<file path="src/rtl/mem_bridge.sv">
// Serializes the core's dcache/icache accesses onto one valid/ready memory port, data first.
// Fetch-only stalls 2 cycles; request fields hold under backpressure; missing responses abandon after TIMEOUT.
module mem_bridge #(
  parameter int ADDR_W  = 32,
  parameter int TIMEOUT = 255,
  parameter int CNT_W   = 8
) (
  input  logic              clk,
  input  logic              reset,
  input  logic [ADDR_W-1:0] icache_addr,
  input  logic              icache_re,
  output logic [31:0]       icache_dout,
  input  logic [ADDR_W-1:0] dcache_addr,
  input  logic              dcache_re,
  input  logic [3:0]        dcache_we,
  input  logic [31:0]       dcache_din,
  output logic [31:0]       dcache_dout,
  output logic              stall,
  output logic              mem_req_valid,
  input  logic              mem_req_ready,
  output logic              mem_req_rw,
  output logic [ADDR_W-1:0] mem_req_addr,
  output logic [31:0]       mem_req_data,
  output logic [3:0]        mem_req_mask,
  input  logic              mem_resp_valid,
  input  logic [31:0]       mem_resp_data,
  output logic              timeout_err
);

  localparam logic [2:0] IDLE   = 3'd0;
  localparam logic [2:0] D_REQ  = 3'd1;
  localparam logic [2:0] D_RESP = 3'd2;
  localparam logic [2:0] I_REQ  = 3'd3;
  localparam logic [2:0] I_RESP = 3'd4;

  localparam logic [CNT_W-1:0] TO_CNT = CNT_W'(TIMEOUT);
  localparam logic [31:0]      NOP    = 32'h0000_0013;

  logic [2:0]        state, state_nxt;
  logic [ADDR_W-1:2] iaddr_q, daddr_q;
  logic [31:0]       din_q;
  logic [3:0]        we_q;
  logic              d_pend_q, i_pend_q, d_is_wr_q;
  logic [CNT_W-1:0]  cnt_q;
  logic              d_req, expired, resp_done;

  assign d_req     = dcache_re | (|dcache_we);
  assign expired   = (cnt_q == TO_CNT);
  assign resp_done = mem_resp_valid | expired;

  always_comb begin
    state_nxt = state;
    case (state)
      IDLE: begin
        if (d_req)          state_nxt = D_REQ;
        else if (icache_re) state_nxt = I_REQ;
      end
      D_REQ: begin
        // Stores complete at the handshake; only loads wait for a response.
        if (mem_req_ready) begin
          if (!d_is_wr_q)    state_nxt = D_RESP;
          else if (i_pend_q) state_nxt = I_REQ;
          else               state_nxt = IDLE;
        end
      end
      D_RESP: if (resp_done) state_nxt = i_pend_q ? I_REQ : IDLE;
      I_REQ:  if (mem_req_ready) state_nxt = I_RESP;
      I_RESP: if (resp_done) state_nxt = IDLE;
      default: state_nxt = IDLE;
    endcase
  end

  always_comb begin
    mem_req_valid = 1'b0;
    mem_req_rw    = 1'b0;
    mem_req_addr  = '0;
    mem_req_data  = '0;
    mem_req_mask  = '0;
    if (state == D_REQ) begin
      mem_req_valid = 1'b1;
      mem_req_rw    = d_is_wr_q;
      mem_req_addr  = {daddr_q, 2'b00};
      mem_req_data  = din_q;
      mem_req_mask  = d_is_wr_q ? we_q : 4'h0;
    end else if (state == I_REQ) begin
      mem_req_valid = 1'b1;
      mem_req_addr  = {iaddr_q, 2'b00};
    end
  end

  always_ff @(posedge clk or negedge reset) begin
    if (!reset) begin
      state       <= IDLE;
      stall       <= 1'b0;
      iaddr_q     <= '0;
      daddr_q     <= '0;
      din_q       <= '0;
      we_q        <= '0;
      d_pend_q    <= 1'b0;
      i_pend_q    <= 1'b0;
      d_is_wr_q   <= 1'b0;
      cnt_q       <= '0;
      icache_dout <= '0;
      dcache_dout <= '0;
      timeout_err <= 1'b0;
    end else begin
      state <= state_nxt;
      stall <= (state_nxt != IDLE);

      if (state == IDLE && (d_req || icache_re)) begin
        iaddr_q   <= icache_addr[ADDR_W-1:2];
        daddr_q   <= dcache_addr[ADDR_W-1:2];
        din_q     <= dcache_din;
        we_q      <= dcache_we;
        d_pend_q  <= d_req;
        i_pend_q  <= icache_re;
        d_is_wr_q <= |dcache_we;
      end

      // Every *_RESP state is entered from a *_REQ state, so the counter starts at 0.
      if (state == D_RESP || state == I_RESP) cnt_q <= cnt_q + 1'b1;
      else                                    cnt_q <= '0;

      if (state == D_RESP) begin
        if (mem_resp_valid) dcache_dout <= mem_resp_data;
        else if (expired) begin
          dcache_dout <= 32'h0;
          timeout_err <= 1'b1;
        end
      end

      if (state == I_RESP) begin
        if (mem_resp_valid) icache_dout <= mem_resp_data;
        else if (expired) begin
          icache_dout <= NOP;
          timeout_err <= 1'b1;
        end
      end
    end
  end

endmodule
</file>
<file path="config.mk">
export PLATFORM = sky130hd
export DESIGN_NAME = mem_bridge
export DESIGN_NICKNAME = d
export VERILOG_FILES = /design/src/rtl/mem_bridge.sv
export SDC_FILE = /design/constraint.sdc
export NUM_CORES = 1
export LEC_CHECK = 0
export CAP_MARGIN = 20
export CORE_MARGIN = 3
export CORE_UTILIZATION = 42
export DETAILED_ROUTE_END_ITERATION = 6
export PLACE_DENSITY_LB_ADDON = 0.1
export SYNTH_ARGS = -nofsm -noshare
export SYNTH_HDL_FRONTEND = slang
export SYNTH_SLANG_ARGS = --single-unit
export TNS_END_PERCENT = 1
</file>
<file path="constraint.sdc">
create_clock -name clk -period 3 [get_ports clk]
set_clock_uncertainty 0.15 [all_clocks]
set_input_delay 0.75 -clock clk [delete_from_list [all_inputs] [get_ports clk]]
set_output_delay 0.75 -clock clk [all_outputs]
set_load 0.1 [all_outputs]
</file>
# Word-level counts from Yosys, hierarchy flattened
# Index checks and enable logic that the tools add are counted.
[classes]
n_eq_ne = 5
bitwise_logic = 2
addsub = 1
reduce_logical = 9
n_mux = 28
[ops]
columns = ["operator", "count"]
rows = [
  ["2-to-1 mux 32 bit", 7],
  ["2-to-1 mux 3 bit", 6],
  ["one-hot mux 3 bit (5 select lines)", 1],
  ["2-to-1 mux 1 bit", 9],
  ["adder 8 x 1 -> 8 bit, second input constant", 1],
  ["== test 8 bit, second input constant", 1],
  ["2-to-1 mux 4 bit", 2],
  ["2-to-1 mux 8 bit", 1],
  ["== test 3 x 2 -> 1 bit, second input constant", 2],
  ["2-to-1 mux 2 bit", 2],
  ["AND reduction 2 bit", 2],
  ["OR reduction 4 bit", 1],
  ["== test 3 x 1 -> 1 bit, second input constant", 1],
  ["== test 3 bit, second input constant", 1],
  ["zero test 3 bit", 1],
  ["nonzero test 3 bit", 1],
  ["logical OR 1 bit", 2],
  ["OR 1 bit", 2],
  ["nonzero test 2 bit", 1],
  ["logical AND 1 bit", 1],
]
[totals]
elab_cells = 57
inputBits = 138
register_bits = 175
out_inout_bits = 136

# Longest topological paths before layout
[logic_depth]
depth_word = 7
ltp_mapped = 8

# Least setup slack after synthesis
# OpenSTA, ideal clock, no wires.
[synth_path]
path_kind = "reg-to-output"
startpoint = "reg state[1]"
endpoint = "out mem_req_addr[10]"
setup_slack_ps = -391
stages_incl_launch_ff = 5
arrival_ps = 2491
required_time_ps = 2100
cell_sequence = "dfrtp_1 clkbuf_1 clkbuf_1 mux2i_1 nor2_1"
[synth_between]
elab_chain_cells = 3
word_cells_on_any_way = 4
[synth_lines]
columns = ["item", "line", "rtl"]
rows = [
  ["start: declaration", "39", "logic [2:0] state, state_nxt;"],
  ["start signal: assignment", "107", "state <= state_nxt;"],
  ["== test 3 x 2 -> 1 bit", "85", "end else if (state == I_REQ) begin"],
  ["2-to-1 mux 32 bit", "85", ""],
  ["2-to-1 mux 32 bit *", "79", "if (state == D_REQ) begin"],
  ["end: declaration", "22", "output logic [ADDR_W-1:0] mem_req_addr,"],
]
# Mark *: on every way between the ends. The rest lies on a longest branch, timed or not.

# Final worst setup path
[layout_path]
startpoint = "reg state[1]"
endpoint = "out mem_req_addr[22]"
# Same word-level chain as after synthesis.

==> impl_results.md <==
* Status: finished clean
* Die area at 19,300 um^2
* Ys async rst share at 1.00
* Share of cells above drive strength 1 at 0.356
* Post-CTS setup buffers at 0
* Critical Path Start: state[1]
* Max Cap Violations at 0
* DR iter-0 viols at 319
* Slew HR at 0.520
* Number of diodes at 0
* Most common cell after layout, fill and taps aside: dfrtp_1
* Period utilization at 0.944
* Synth top area cells: dfrtp_1, mux2_2, a32o_1, mux2i_1, mux2_4
* GRT Util Overall at 0.200
* Slew Viols, Final at 0
* Num CTS Buffers at 17
* Critical Path RT at 2.10 ns
* Library cells used by synthesis at 37
* Total congestion overflow at 0
* RSZ-0062 raised after global routing: no
* Initial antenna violation count at 0
* Core Region at 16,900 um^2
* Final WL at 19.4 mm
* Number of synthesized flops with an enable pin at 0
* R2r setup slk at 0.64 ns
* Initial Util at 0.438
* Worst-path clk slew at 0.07 ns
* Routed Antenna Nets at 0
* Global-route wire length before repair at 31.2 mm
* Die Y at 139 um
* Synthesis-to-layout area growth at 55.2%
* Post-Syn Instances at 540
* Placed insts at 1,002
* Post-synth top area share at 0.590
* Wire per inst at 18.8 um
* Finished Layout Cells at 1,034
* FMAX at 353 MHz
* Clock tree buffer depth at 2
* Root Buffer: clkbuf_16
* RR Startpoint: cnt_q[0]
* Most frequent cells in the layout: dfrtp_1, clkdlybuf4s50_1, mux2_2, buf_4, buf_12
* R2R depth at 6
* Seq/Total Area, Yosys at 0.590
* Worst Hold Class: input port to async pin
* Via Count at 5,507
* Chip width at 139 um
* #FFs+latches synth at 175
* Finish-stage setup viols at 0
* Syn. warnings at 0
* CP startpoint kind: flop
* Row Count at 47
* Top FF cell, synth: dfrtp_1
* Worst-Skew Late Latency at 0.42 ns
* Vias in the first global route at 5,862
* Vias per cell at 5.33
* Setup CP Type: flop to output port
* Post-Synthesis Cell Area at 7420 um^2
* Fill count at 1,230
* Final Hold Fails at 0
* DP Wirelength at 14.2 mm
* PostCTS Resize Cnt at 0
* Largest net degree at the start of global routing at 73
* CTS Sinks at 175
* IO Pins at 274
* CTS tree: built
* Worst slew pin tran at 0.721 ns
* Residual DRC count at 0
* Nets at 940
* Post-CTS Hold Fix Bufs at 0
* Router iterations before antenna repair at 5
* WP data arrival at 1.93 ns
* Synthesized area per cell at 13.7 um^2
* R2R Path End: icache_dout[27]
* CTS H-tree lvls at 4
* Shortest period the worst path allows at 2.83 ns
* CP Max Fanout at 17
* IO buf count at 267
* Post-layout util at 0.680
* Setup crit end kind: output port
* Area leader, netlist: dfrtp_1
* GPL Wtd Cong at 0.785
-- through the flow --
stage	hold WS (ns)	cell area [um^2]	worst slack (ns)	TNS, ns
after floorplan	0.298	7420	-0.391	-10.79
after global placement	0.306	10900	0.0689	0
after detailed placement	0.317	10900	0.0611	0
after CTS	0.212	11500	0.140	0
after global routing	0.239	11500	0.0515	0
final	0.191	11500	0.169	0
-- state kept, by name, indices dropped and copies added (netlist names) --
signal	cells
daddr_q	30
dcache_dout	32
state	3
din_q	32
timeout_err	1
iaddr_q	30
i_pend_q	1
cnt_q	8
stall	1
we_q	4
d_is_wr_q	1
icache_dout	32
-- cells in the mapped netlist, types with 5 or more instances --
library cell / n
nand3_1: 5
and2_1: 34
dfrtp_1: 175
mux2i_1: 31
a32o_1: 62
and3_1: 5
buf_2: 7
mux2_4: 19
mux2_2: 78
nor2_1: 41
nand2b_1: 5
nand2_1: 7
clkbuf_1: 29
-- metal layers --
layer  global-route usage  up-vias  part of all wire
met4               0.0644        0             0.019
met2                0.343      206              0.51
met5                    0        -                 0
met3               0.0759       23             0.091
li1                     -     2499                 -
met1                0.234     2779              0.38
-- logic make-up (layout without fill, tap and decap cells) --
kind of cell,count (synthesis),count (layout),share of synthesized area
buf+inv,47,320,0.0300
flops,175,175,0.590
fa+ha+maj,1,1,0.00169
other cells,1,2,0.000506
mux,128,128,0.199
compound gates,78,78,0.0999
xor+xnor,6,6,0.00708
simple gates,104,104,0.0717
-- critical path: stages, from the launching register on --
cell	delay, ns
dfrtp_2	0.62
buf_4	0.35
mux2i_1	0.25
nor2_1	0.09
buf_12	0.19
-- area by class of cell --
type / count / area [um^2] / area share
repair buffers: 285 / 3390 / 0.295
clock inverters: 15 / 195 / 0.0170
inverters: 3 / 11.3 / 0.000978
multi-input cells: 319 / 2830 / 0.246
well taps: 220 / 275 / 0.0239
flip-flops and latches: 175 / 4380 / 0.381
clock buffers: 17 / 425 / 0.0370
-- worst max-delay path by stage --
| stage | slack (ns) | endpoint |
|---|---|---|
| after floorplan | -0.39 | mem_req_addr[11] |
| after global placement | 0.07 | iaddr_q[27] |
| after CTS | 0.14 | mem_req_addr[22] |
| after global routing | 0.05 | mem_req_mask[0] |
| final | 0.17 | mem_req_addr[22] |
| after detailed placement | 0.06 | stall |
Power is left out: the tool's default activity adds up to more than one toggle a clock period on the data nets, which glitch-free logic cannot reach.
